--- src/rtl/uart_pkg.sv ---
// Shared types and constants for the UART transmit path.
package uart_pkg;

    typedef enum logic [1:0] {
        IDLE  = 2'd0,
        START = 2'd1,
        DATA  = 2'd2,
        STOP  = 2'd3
    } uart_state_t;

    localparam int unsigned CLK_FREQ             = 50_000_000;
    localparam int unsigned UART_BAUD            = 115_200;
    localparam int unsigned DEFAULT_CLKS_PER_BIT = CLK_FREQ / UART_BAUD;

endpackage

--- src/rtl/uart_baud_cnt.sv ---
// Per-bit cycle counter; bit_done marks the final cycle of each bit time.
module uart_baud_cnt
    import uart_pkg::*;
#(
    parameter int unsigned CLKS_PER_BIT = DEFAULT_CLKS_PER_BIT
) (
    input  logic clk,
    input  logic rst,
    input  logic restart,
    input  logic enable,
    output logic bit_done
);

    localparam int unsigned      CNT_W = $clog2(CLKS_PER_BIT);
    localparam logic [CNT_W-1:0] LAST  = CNT_W'(CLKS_PER_BIT - 1);

    logic [CNT_W-1:0] cnt;

    assign bit_done = enable && (cnt == LAST);

    always_ff @(posedge clk) begin
        if (rst || restart) begin
            cnt <= '0;
        end else if (enable) begin
            cnt <= (cnt == LAST) ? '0 : cnt + 1'b1;
        end else begin
            cnt <= '0;
        end
    end

endmodule

--- src/rtl/uart_tx.sv ---
// UART transmitter: 8N1/8N2 framing with cts-gated stream handshake.
module uart_tx
    import uart_pkg::*;
#(
    parameter int unsigned CLKS_PER_BIT = DEFAULT_CLKS_PER_BIT,
    parameter int unsigned STOP_BITS    = 1
) (
    input  logic       clk,
    input  logic       rst,
    input  logic [7:0] axis_i_data,
    input  logic       axis_i_vld,
    output logic       axis_i_rdy,
    input  logic       cts,
    output logic       txd,
    output logic       busy
);

    uart_state_t state;
    logic [7:0]  shift_q;
    logic [2:0]  bit_idx;
    logic        stop_idx;
    logic        cts_meta;
    logic        cts_sync;
    logic        bit_done;
    logic        last_stop;
    logic        transfer;

    always_ff @(posedge clk) begin
        if (rst) begin
            cts_meta <= 1'b1;
            cts_sync <= 1'b1;
        end else begin
            cts_meta <= cts;
            cts_sync <= cts_meta;
        end
    end

    // Accepting in the last stop cycle lets a new start bit follow with no idle gap.
    assign last_stop  = (state == STOP) && bit_done && (stop_idx == 1'(STOP_BITS - 1));
    assign axis_i_rdy = !rst && !cts_sync && ((state == IDLE) || last_stop);
    assign transfer   = axis_i_vld && axis_i_rdy;

    uart_baud_cnt #(
        .CLKS_PER_BIT(CLKS_PER_BIT)
    ) u_baud (
        .clk     (clk),
        .rst     (rst),
        .restart (transfer),
        .enable  (state != IDLE),
        .bit_done(bit_done)
    );

    always_ff @(posedge clk) begin
        if (rst) begin
            state    <= IDLE;
            txd      <= 1'b1;
            busy     <= 1'b0;
            shift_q  <= '0;
            bit_idx  <= '0;
            stop_idx <= '0;
        end else begin
            case (state)
                IDLE: begin
                    if (transfer) begin
                        state   <= START;
                        txd     <= 1'b0;
                        busy    <= 1'b1;
                        shift_q <= axis_i_data;
                    end
                end
                START: begin
                    if (bit_done) begin
                        state   <= DATA;
                        txd     <= shift_q[0];
                        shift_q <= {1'b0, shift_q[7:1]};
                        bit_idx <= '0;
                    end
                end
                DATA: begin
                    if (bit_done) begin
                        if (bit_idx == 3'd7) begin
                            state    <= STOP;
                            txd      <= 1'b1;
                            stop_idx <= '0;
                        end else begin
                            bit_idx <= bit_idx + 1'b1;
                            txd     <= shift_q[0];
                            shift_q <= {1'b0, shift_q[7:1]};
                        end
                    end
                end
                STOP: begin
                    if (last_stop) begin
                        if (transfer) begin
                            state   <= START;
                            txd     <= 1'b0;
                            shift_q <= axis_i_data;
                        end else begin
                            state <= IDLE;
                            txd   <= 1'b1;
                            busy  <= 1'b0;
                        end
                    end else if (bit_done) begin
                        stop_idx <= stop_idx + 1'b1;
                    end
                end
                default: begin
                    state <= IDLE;
                    txd   <= 1'b1;
                    busy  <= 1'b0;
                end
            endcase
        end
    end

endmodule
--- config.mk ---
export PLATFORM = sky130hd
export DESIGN_NAME = uart_tx
export DESIGN_NICKNAME = d
export VERILOG_FILES = /design/src/rtl/uart_pkg.sv /design/src/rtl/uart_baud_cnt.sv /design/src/rtl/uart_tx.sv
export SDC_FILE = /design/constraint.sdc
export NUM_CORES = 1
export LEC_CHECK = 0
export CORE_ASPECT_RATIO = 0.8
export CORE_MARGIN = 2
export CORE_UTILIZATION = 56
export CTS_BUF_LIST = sky130_fd_sc_hd__clkbuf_4 sky130_fd_sc_hd__clkbuf_8
export DETAILED_ROUTE_END_ITERATION = 10
export PLACE_DENSITY = 0.78
export SLEW_MARGIN = 20
export SYNTH_ARGS = -nofsm -noshare
export SYNTH_HDL_FRONTEND = slang
export SYNTH_SLANG_ARGS = --single-unit
--- constraint.sdc ---
create_clock -name clk -period 2.6 [get_ports clk]
set_input_delay 0.52 -clock clk [delete_from_list [all_inputs] [get_ports clk]]
set_output_delay 0.52 -clock clk [all_outputs]
set_load 0.02 [all_outputs]
==> results of run 1 <==
==> flip-flops by register name, indices dropped and copies added, names as in the netlist <==
register	cells
bit_idx	3
busy	1
cts_meta	1
cts_sync	1
shift_q	8
state	2
stop_idx	1
txd	1
u_baud.cnt	9
==> layout by cell type, fill, tap and decap left out, types with 2 or more instances in the layout <==
| cell type | netlist | routed |
|---|---|---|
| nor4_1 | 3 | 3 |
| mux2_4 | 7 | 7 |
| clkdlybuf4s50_1 | 0 | 13 |
| a211oi_1 | 2 | 2 |
| nor2_1 | 23 | 23 |
| or2_2 | 2 | 2 |
| buf_4 | 0 | 3 |
| a32o_1 | 3 | 3 |
| a31oi_1 | 3 | 3 |
| nand3_1 | 6 | 6 |
| a21oi_1 | 7 | 7 |
| nand2b_1 | 3 | 3 |
| o21ai_0 | 3 | 3 |
| nor2b_1 | 9 | 9 |
| inv_1 | 9 | 9 |
| clkbuf_4 | 0 | 4 |
| dfxtp_1 | 27 | 27 |
| o21a_1 | 2 | 2 |
| xnor2_1 | 6 | 6 |
| or3_1 | 2 | 2 |
| ha_1 | 9 | 9 |
| nor3_1 | 4 | 4 |
| nand4_1 | 2 | 2 |
| mux2i_1 | 7 | 7 |
| nand2_1 | 7 | 7 |
| o311ai_0 | 2 | 2 |
==> final timing paths <==
kind / start / end / slack [ns] / depth (start not counted)
setup / recovery: u_baud.cnt[1] / axis_i_rdy / 0.17 / 6
hold / removal: cts_meta / cts_sync / 0.43 / 1
setup reg to reg: state[0] / shift_q[6] / 0.43 / 5
hold reg to reg: cts_meta / cts_sync / 0.43 / 1
==> power breakdown <==
part	internal (µW)	switching, µW
clock	70.8	125
combinational	189	206
sequential	462	28.6
total	721	360
==> metrics by stage <==
| step | worst slack, ns | power, µW | instances |
|---|---|---|---|
| CTS | 0.158 | 1080 | 222 |
| global route | 0.0266 | 1140 | 222 |
| detailed placement | 0.151 | 889 | 218 |
| finish | 0.171 | 1080 | 222 |
| global placement | 0.162 | 878 | 218 |
| floorplan | 0.657 | 799 | 170 |
==> cells by family after synthesis <==
group | Yosys count | synth area share, %
adder cells (fa/ha/maj) | 9 | 7.26
buffers and inverters | 16 | 4.44
AND/OR/NAND/NOR | 69 | 24.8
AO/OA/AOI/OAI | 28 | 13.4
flip-flops | 27 | 34.8
XOR/XNOR | 7 | 3.95
multiplexers | 14 | 11.3
==> layout make-up <==
class                           count  area, µm²  share of cell area, %
Sequential cell                    27        541                   30.8
Tap cell                           38       47.5                   2.71
Inverter                            9       33.8                   1.92
Multi-Input combinational cell    127        942                   53.7
Timing Repair Buffer               17        161                   9.19
Clock buffer                        4       30.0                   1.71
==> metal layers <==
| metal | GRT usage, % | vias to the layer above | routed length, µm |
|---|---|---|---|
| met1 | 28.6 | 595 | 1500 |
| met3 | 4.63 | 5 | 173 |
| met2 | 32.8 | 33 | 1290 |
| met4 | 5.56 | 0 | 30 |
| li1 | - | 638 | - |
| met5 | 0 | - | 0 |
==> repair_timing <==
item	4_1_cts	5_1_grt
setup buffers	0	0
resized for setup	1	0
hold endpoints to repair	0	0
endpoints found under the setup margin	1	0
==> metrics.md, run 1 <==
| Metric | Value |
|---|---|
| Number of standard cells after synthesis | 170 |
| First-pass GRT wire length | 5230 µm |
| CP max stage delay | 0.40 ns |
| Post-route standard cell area excluding fillers | 0.00176 mm² |
| Post-route fraction of the period consumed by the critical path | 93.4% |
| Count of pins on the block boundary | 15 |
| Reported max-cap violation count | 0 |
| DIE WIDTH | 62.9 µm |
| Worst path arrival time | 1.91 ns |
| Iter 0 DRT Violations | 107 |
| Crit path max-delay family | flip-flops |
| Top cell type's share of synthesized area | 34.8% |
| Global placer's final weighted congestion | 0.930 |
| Category of the critical setup timing path | register to output pin |
| Hold_buf cts | 0 |
| Die Outline Area | 0.00321 mm² |
| Total congestion overflow after global routing | 0 |
| Max stage delay cell, worst path | dfxtp_1 |
| Min cycle time layout | 2.43 ns |
| Leakage | 0.000655 µW |
| Number of core rows | 17 |
| Power per cell area | 616 mW/mm² |
| Worst Setup End Kind | output pin |
| CTS tree | built |
| Dominant cell by count in the synthesized netlist | dfxtp_1 |
| Post-Route Skew | 0.00451 ns |
| Worst hold-check slack | 0.425 ns |
| Largest fanout on the critical path | 5 |
| Worst path bufs/invs | 2 |
| Number of distinct library cell variants in the gate-level netlist after synthesis | 41 |
| Vias in the first global route | 1162 |
| Vias per cell | 5.73 |
| Clock tree root buffer cell | clkbuf_4 |
| Setup repair after global routing missed its margin | no |
| Flops & latches, synth | 27 |
| CTS H-tree lvls | 1 |
| Setup violators final | 0 |
| Max Slew Vio Count | 0 |
| Worst slew slack as a fraction of its limit | 60.7% |
| Share of layout cells above drive strength 1 | 12.0% |
| Total number of vias | 1271 |
| Type of element launching the critical path | register |
| Filler cell count | 242 |
| Final Util | 65.0% |
| Post-synth top flop | dfxtp_1 |
| Height of the die | 51.1 µm |
| DRT Pass-1 Iters | 4 |
| Overall routing resource usage | 20.7% |
| CP cell instances | inv_1 -> ha_1 -> and4b_2 -> a31oi_1 -> nor3_1 -> dlygate4sd2_1 |
| Routed wirelength normalized by instance count | 13.5 µm |
| Net count after synthesis | 191 |
| Mapped cell area | 0.00155 mm² |
| Portion of the post-synthesis area used by sequential elements | 34.8% |
| Remaining antenna violation count after routing | 0 |
| Number of antenna diodes | 0 |
| Post-synthesis cell type with the largest combined area | dfxtp_1 |
| Run status | complete, no violations |
| Highest attainable clock frequency | 0.412 GHz |
| Synthesis Warnings | 0 |
| Buffers added on ports | 14 |
| Peak VDD IR | 0.495 mV |
| Total Routed Length | 2990 µm |
| Clk Latency, worst-skew pair | 0.33 ns |
| Pin slew with the least headroom to its limit | 0.586 ns |
| Clock transition at path regs | 0.14 ns |
| Clk buf depth | 2 |
| Number of synthesized flops with an enable pin | 0 |
| Area added between synthesis and finish | 13.1% |
| Final hold viol count | 0 |
| Placeable core region | 0.00270 mm² |
| Pin count of the biggest net entering global routing | 18 |
| Data required time at the worst endpoint | 2.08 ns |
| Biggest area contributors in the synthesized netlist | dfxtp_1 35%, ha_1 7.3%, mux2_4 6.8% |
| Number of buffers inserted during clock tree synthesis | 3 |
| Mean Syn Cell Area | 9.13 µm² |
| Summed negative setup slack over all endpoints | 0 ns |
| Number of antenna violations at the first check in global routing | 0 |
| Sinks on Clock Net | 27 |
| Total placed instance area | 0.00173 mm² |
| Effective utilization at floorplan | 57.4% |
| Nets@finish | 206 |
| Asr flop ratio synth | 0% |
| DRC violation count after routing | 0 |
| Worst hold path type | register to register |
| Top post-synthesis cells by count | 27 x dfxtp_1, 23 x nor2_1, 9 x ha_1, 9 x inv_1, 9 x nor2b_1 |
| HPWL after detailed placement | 2300 µm |
Power figures use the tool's default switching activity.
==> inputs of run 2 (changes only) <==
- GPL_TIMING_DRIVEN: unset -> 1
- SKIP_CTS_REPAIR_TIMING: unset -> 1
- SLEW_MARGIN: 20 -> unset
==> run 2 against run 1 <==
Compared with the run above: clock power about the same; critical path type unchanged; flip-flop and latch count unchanged; largest cell class unchanged; critical endpoint unchanged; global-route usage unchanged; total power about the same; sequential share of layout area decreased by 0.066 points; maximum frequency increased by 4.9%; highest routed layer unchanged; combinational power about the same.
==> metrics.md, run 2 (synthesis gave the netlist of run 1 again) <==
| Metric | Value |
|---|---|
| Vias in the first global route | 1162 (unchanged) |
| Sink of the worst hold path | cts_sync |
| Total number of vias | 1271 (unchanged) |
| Vias per cell | 5.73 (unchanged) |
| Min cycle time layout | 2.32 ns (-0.113 ns) |
| Clk buf depth | 2 (unchanged) |
| First-pass GRT wire length | 5230 µm (unchanged) |
| DRC violation count after routing | 0 (unchanged) |
| Largest regs | u_baud.cnt x9, shift_q x8, bit_idx x3 |
| Largest fanout on the critical path | 5 (unchanged) |
| Height of the die | 51.1 µm (unchanged) |
| HPWL after detailed placement | 2300 µm (unchanged) |
| Highest attainable clock frequency | 0.432 GHz (+4.9%) |
| Count of pins on the block boundary | 15 (unchanged) |
| Clock transition at path regs | 0.14 ns (about the same) |
| Iter 0 DRT Violations | 108 (+0.93%) |
| Effective utilization at floorplan | 57.4% (unchanged) |
| Buffers added on ports | 14 (unchanged) |
| Total design power | 1080 µW (about the same) |
| Post-layout worst setup margin | 0.284 ns (+0.113 ns) |
| Type of element launching the critical path | register |
| Max stage delay cell, worst path | dfxtp_1 |
| DRT Pass-1 Iters | 4 (unchanged) |
| Category of the critical setup timing path | register to output pin |
| Worst hold path type | register to register |
| Run status | complete, no violations |
| Share of layout cells above drive strength 1 | 12.0% (unchanged) |
| Top reg by flops | u_baud.cnt |
| Number of buffers inserted during clock tree synthesis | 3 (unchanged) |
| Sinks on Clock Net | 27 (unchanged) |
| Max Slew Vio Count | 0 (unchanged) |
| Total congestion overflow after global routing | 0 (unchanged) |
| Most frequent cells in the layout | 27 x dfxtp_1, 23 x nor2_1, 13 x clkdlybuf4s50_1 |
| Max reg flops | 9 (unchanged) |
| CP cell instances | inv_1 -> ha_1 -> and4b_2 -> a31oi_1 -> nor3_1 -> dlymetal6s2s_1 |
| Worst Setup End Kind | output pin |
| Number of core rows | 17 (unchanged) |
| Summed negative setup slack over all endpoints | 0 ns (unchanged) |
| Nets@finish | 206 (unchanged) |
| Post-Route Skew | 0.00449 ns (-0.0000231 ns) |
| Placeable core region | 0.00270 mm² (unchanged) |
| Post-route standard cell area excluding fillers | 0.00176 mm² (+0.21%) |
| Clock tree root buffer cell | clkbuf_4 |
| Setup repair after global routing missed its margin | no |
| Reg2Reg Capture Point | shift_q[6] |
| Power per cell area | 615 mW/mm² (-0.17%) |
| Worst slew slack as a fraction of its limit | 60.7% (unchanged) |
| Die Outline Area | 0.00321 mm² (unchanged) |
| Setup violators final | 0 (unchanged) |
| Worst Hold Path Cells | 1 (unchanged) |
| Number of antenna violations at the first check in global routing | 0 (unchanged) |
| Post-route fraction of the period consumed by the critical path | 89.1% (-4.4 points) |
| Global placer's final weighted congestion | 0.930 (unchanged) |
| Pin count of the biggest net entering global routing | 18 (unchanged) |
| Reported max-cap violation count | 0 (unchanged) |
| Pin slew with the least headroom to its limit | 0.586 ns (unchanged) |
| Most common cell after layout, fill and taps aside | dfxtp_1 |
| Worst hold path startpoint | cts_meta |
| DP Worst Slack | 0.151 ns (unchanged) |
| Peak VDD IR | 0.495 mV (about the same) |
| Leakage | 0.000668 µW (+2.0%) |
| CTS H-tree lvls | 1 (unchanged) |
| Routed wirelength normalized by instance count | 13.5 µm (about the same) |
| Worst path arrival time | 1.80 ns (-0.11 ns) |
| Data required time at the worst endpoint | 2.08 ns (about the same) |
| Register-to-register path setup slack | 0.43 ns (about the same) |
| Total Routed Length | 2990 µm (about the same) |
| CTS tree | built |
| Clk Latency, worst-skew pair | 0.33 ns (about the same) |
| Area added between synthesis and finish | 13.4% |
| Number of antenna diodes | 0 (unchanged) |
| Remaining antenna violation count after routing | 0 (unchanged) |
| Overall routing resource usage | 20.7% (unchanged) |
| Final hold viol count | 0 (unchanged) |
| Filler cell count | 240 (-0.83%) |
| Launch instance of the worst register-to-register path | state[0] |
| Length in cells of the worst reg-to-reg path | 5 (unchanged) |
| Total placed instance area | 0.00173 mm² (unchanged) |
| CP max stage delay | 0.40 ns (about the same) |
| DIE WIDTH | 62.9 µm (unchanged) |
==> run 2: changes by cell type in the layout (fill, tap and decap cells not counted), sizes merged <==
cell and delta:
dlygate4sd2 -1, dlymetal6s2s +1
==> run 2: critical path: cells and delay by family (launching register included) <==
family	cells	cell delay [ns]
buf+inv	2	0.27
simple gates	2	0.36
compound gates	1	0.25
flops	1	0.40
fa+ha+maj	1	0.19
==> run 2: where the power goes <==
part | internal (µW) | total [µW] | switching (µW)
Sequential | 462 | 490 | 28.7
Clock | 70.8 | 196 | 125
Combinational | 189 | 395 | 206
Total | 721 | 1080 | 360
==> run 2: cell type report <==
class	instances	area [µm²]	share of cell area (%)
Sequential cell	27	541	30.7
Tap cell	38	47.5	2.70
Inverter	9	33.8	1.92
Timing Repair Buffer	17	165	9.39
Clock buffer	4	30.0	1.71
Multi-Input combinational cell	127	942	53.6
==> run 2: worst max-delay path by stage <==
stage | from | end | slack (ns) | cells after the start
floorplan | rst | axis_i_rdy | 0.66 | 3
detailed placement | rst | shift_q[6] | 0.15 | 5
finish | u_baud.cnt[1] | axis_i_rdy | 0.28 | 6
global placement | rst | axis_i_rdy | 0.16 | 3
global route | state[0] | axis_i_rdy | 0.13 | 5
CTS | u_baud.cnt[0] | axis_i_rdy | -0.09 | 5
==> run 2: per-stage QoR <==
| stage | instances | utilization [%] | hold slack (ns) |
|---|---|---|---|
| CTS | 222 | 65.0 | 0.428 |
| detailed placement | 218 | 63.9 | 0.395 |
| global route | 222 | 65.1 | 0.439 |
| floorplan | 170 | - | 0.389 |
| global placement | 218 | 63.9 | 0.392 |
| finish | 222 | 65.1 | 0.425 |
==> run 2: routing by layer <==
| metal | share of wire [%] | global-route usage (%) | vias up |
|---|---|---|---|
| met5 | 0 | 0 | - |
| met2 | 43 | 32.8 | 33 |
| li1 | - | - | 638 |
| met3 | 5.8 | 4.63 | 5 |
| met4 | 1.0 | 5.56 | 0 |
| met1 | 50 | 28.6 | 595 |
==> inputs of run 3 (changes only) <==
- CORE_UTILIZATION: 56 -> 40
- PLACE_DENSITY: 0.78 -> unset
==> run 3 against run 2 <==
Compared with the run above: count of clock-buffer cells in the layout shrank 1; wire length grew 4.7%; sequential power is essentially flat; maximum frequency grew 2.8%; die area grew 37%; sequential share of layout area shrank 0.70 points; largest cell class unchanged.
==> metrics.md, run 3 (synthesis gave the netlist of run 1 again) <==
| Metric | Value |
|---|---|
| Met2 track demand over resource | 25.6% (-7.2 points) |
| Number of core rows | 20 (+3) |
| Power per cell area | 634 mW/mm² (+3.1%) |
| Run status | complete, no violations |
| Filler cell count | 363 (+51%) |
| Largest regs | u_baud.cnt x9, shift_q x8, bit_idx x3 |
| Vias per cell | 5.50 (-4.0%) |
| Post-Route Skew | 0.00257 ns (-0.00192 ns) |
| Global placer's final weighted congestion | 0.820 (-12%) |
| Total number of vias | 1264 (-0.55%) |
| Clock transition at path regs | 0.10 ns (-0.04 ns) |
| Iter 0 DRT Violations | 63 (-42%) |
| Final hold viol count | 0 (unchanged) |
| Setup violators final | 0 (unchanged) |
| Crit path from | state[0] |
| Worst Setup End Kind | output pin |
| Setup repair after global routing missed its margin | no |
| Leakage | 0.000681 µW (+2.0%) |
| Max stage delay cell, worst path | dfxtp_1 |
| Type of element launching the critical path | register |
| Most common cell after layout, fill and taps aside | dfxtp_1 |
| Buffers added on ports | 14 (unchanged) |
| Worst hold path type | register to register |
| CTS tree | built |
| CTS H-tree lvls | 1 (unchanged) |
| Length in cells of the worst reg-to-reg path | 7 (+2) |
| Share of layout cells above drive strength 1 | 12.9% (+0.95 points) |
| Placeable core region | 0.00375 mm² (+39%) |
| Clk buf depth | 2 (unchanged) |
| Die Outline Area | 0.00440 mm² (+37%) |
| Number of antenna violations at the first check in global routing | 0 (unchanged) |
| Total Routed Length | 3130 µm (+4.7%) |
| Worst Hold Path Cells | 1 (unchanged) |
| Launch instance of the worst register-to-register path | state[0] |
| Met1 Usage GRT | 21.8% (-6.8 points) |
| Top reg by flops | u_baud.cnt |
| Height of the die | 59.7 µm (+17%) |
| Min cycle time layout | 2.25 ns (-0.0628 ns) |
| Reg2Reg Capture Point | shift_q[5] |
| DIE WIDTH | 73.6 µm (+17%) |
| Data required time at the worst endpoint | 2.08 ns (about the same) |
| Sinks on Clock Net | 27 (unchanged) |
| Number of buffers inserted during clock tree synthesis | 3 (unchanged) |
| DRT Pass-1 Iters | 4 (unchanged) |
| Max reg flops | 9 (unchanged) |
| Total placed instance area | 0.00175 mm² (+1.3%) |
| Total design power | 1140 µW (+5.5%) |
| Register-to-register path setup slack | 0.43 ns (about the same) |
| Number of antenna diodes | 0 (unchanged) |
| Highest attainable clock frequency | 0.444 GHz (+2.8%) |
| DRC violation count after routing | 0 (unchanged) |
| Post-route standard cell area excluding fillers | 0.00180 mm² (+2.3%) |
| Placed cell count | 226 (+3.7%) |
| Most frequent cells in the layout | 27 x dfxtp_1, 23 x nor2_1, 13 x clkdlybuf4s50_1 |
| Max Slew Vio Count | 0 (unchanged) |
| Area added between synthesis and finish | 16.0% |
| Worst slew slack as a fraction of its limit | 60.0% (-0.66 points) |
| Worst path arrival time | 1.73 ns (-0.07 ns) |
| Count of pins on the block boundary | 15 (unchanged) |
| Peak VDD IR | 0.412 mV (-17%) |
| Routed wirelength normalized by instance count | 13.6 µm (+1.0%) |
| Met3 track demand over resource | 3.54% (-1.1 points) |
| CP cell instances | ha_1 -> nor2b_1 -> a31oi_1 -> nor3_1 -> dlymetal6s2s_1 |
| Worst hold path startpoint | cts_meta |
| Post-route fraction of the period consumed by the critical path | 86.6% (-2.4 points) |
| Combined area of the multi-input logic cells | 942 µm² (unchanged) |
| Post-Layout Cell Count | 230 (+3.6%) |
| Reported max-cap violation count | 0 (unchanged) |
| HPWL after detailed placement | 2350 µm (+2.2%) |
| Effective utilization at floorplan | 41.3% (-16 points) |
| Pin count of the biggest net entering global routing | 22 (+4) |
| First-pass GRT wire length | 5500 µm (+5.1%) |
| Most used routing layer | met2 |
| Overall routing resource usage | 15.9% (-4.8 points) |
| Nets@finish | 208 (+0.97%) |
| Reg area | 541 µm² (unchanged) |
| Vias in the first global route | 1217 (+4.7%) |
| Clk Latency, worst-skew pair | 0.28 ns (-0.05 ns) |
| Total congestion overflow after global routing | 0 (unchanged) |
| Clock tree root buffer cell | clkbuf_8 |
| Remaining antenna violation count after routing | 0 (unchanged) |
| CP max stage delay | 0.43 ns (+0.03 ns) |
| Category of the critical setup timing path | register to output pin |
| Largest fanout on the critical path | 6 (+1) |
| Sink of the worst hold path | cts_sync |
| Pin slew with the least headroom to its limit | 0.596 ns (+0.00981 ns) |
-- run 3: cell types whose count changed in the layout (fill, tap and decap cells not counted) --
cell,before,now
clkbuf_8,0,3
buf_4,3,5
clkbuf_4,4,0
clkinvlp_4,0,1
-- run 3: worst max-delay path by stage --
stage,end,slack [ns],cells past startpoint
6_report,axis_i_rdy,0.35,5
5_1_grt,axis_i_rdy,0.19,5
4_1_cts,axis_i_rdy,-0.07,5
3_5_place_dp,shift_q[3],0.23,6
3_3_place_gp,shift_q[6],0.26,6
2_1_floorplan,axis_i_rdy,0.66,3
-- run 3: layout make-up --
cell class	instances	area share, %
clock inverter	1	0.417
multi-input combinational	127	52.3
timing repair buffer	19	10.0
clock buffer	3	2.29
inverter	9	1.88
sequential	27	30.0
tap	44	3.06
-- run 3: per-layer routing --
metal / wire length [µm] / part of all wire (%)
met4: 23 / 0.74
met2: 1420 / 45
met5: 0 / 0
met1: 1620 / 52
met3: 63 / 2.0
-- run 3: power by group --
group	leakage [µW]	switching, µW	internal, µW
Combinational	0.000440	208	195
Sequential	0.000219	29.4	461
Clock	0.0000217	138	109
-- run 3: metrics by stage --
| step | utilization [%] | TNS [ns] | hold WS [ns] | setup slack [ns] |
|---|---|---|---|---|
| floorplan | - | 0 | 0.389 | 0.657 |
| global placement | 46.6 | 0 | 0.396 | 0.258 |
| detailed placement | 46.6 | 0 | 0.401 | 0.235 |
| CTS | 47.9 | -0.0653 | 0.425 | -0.0653 |
| global route | 48.0 | 0 | 0.465 | 0.189 |
| finish | 48.0 | 0 | 0.427 | 0.347 |
-- run 3: critical path, delay by kind of cell (launching register included) --
kind / cells / cell delay (ns)
simple gates: 2 / 0.36
compound gates: 1 / 0.13
fa+ha+maj: 1 / 0.29
buf+inv: 1 / 0.25
flops: 1 / 0.43
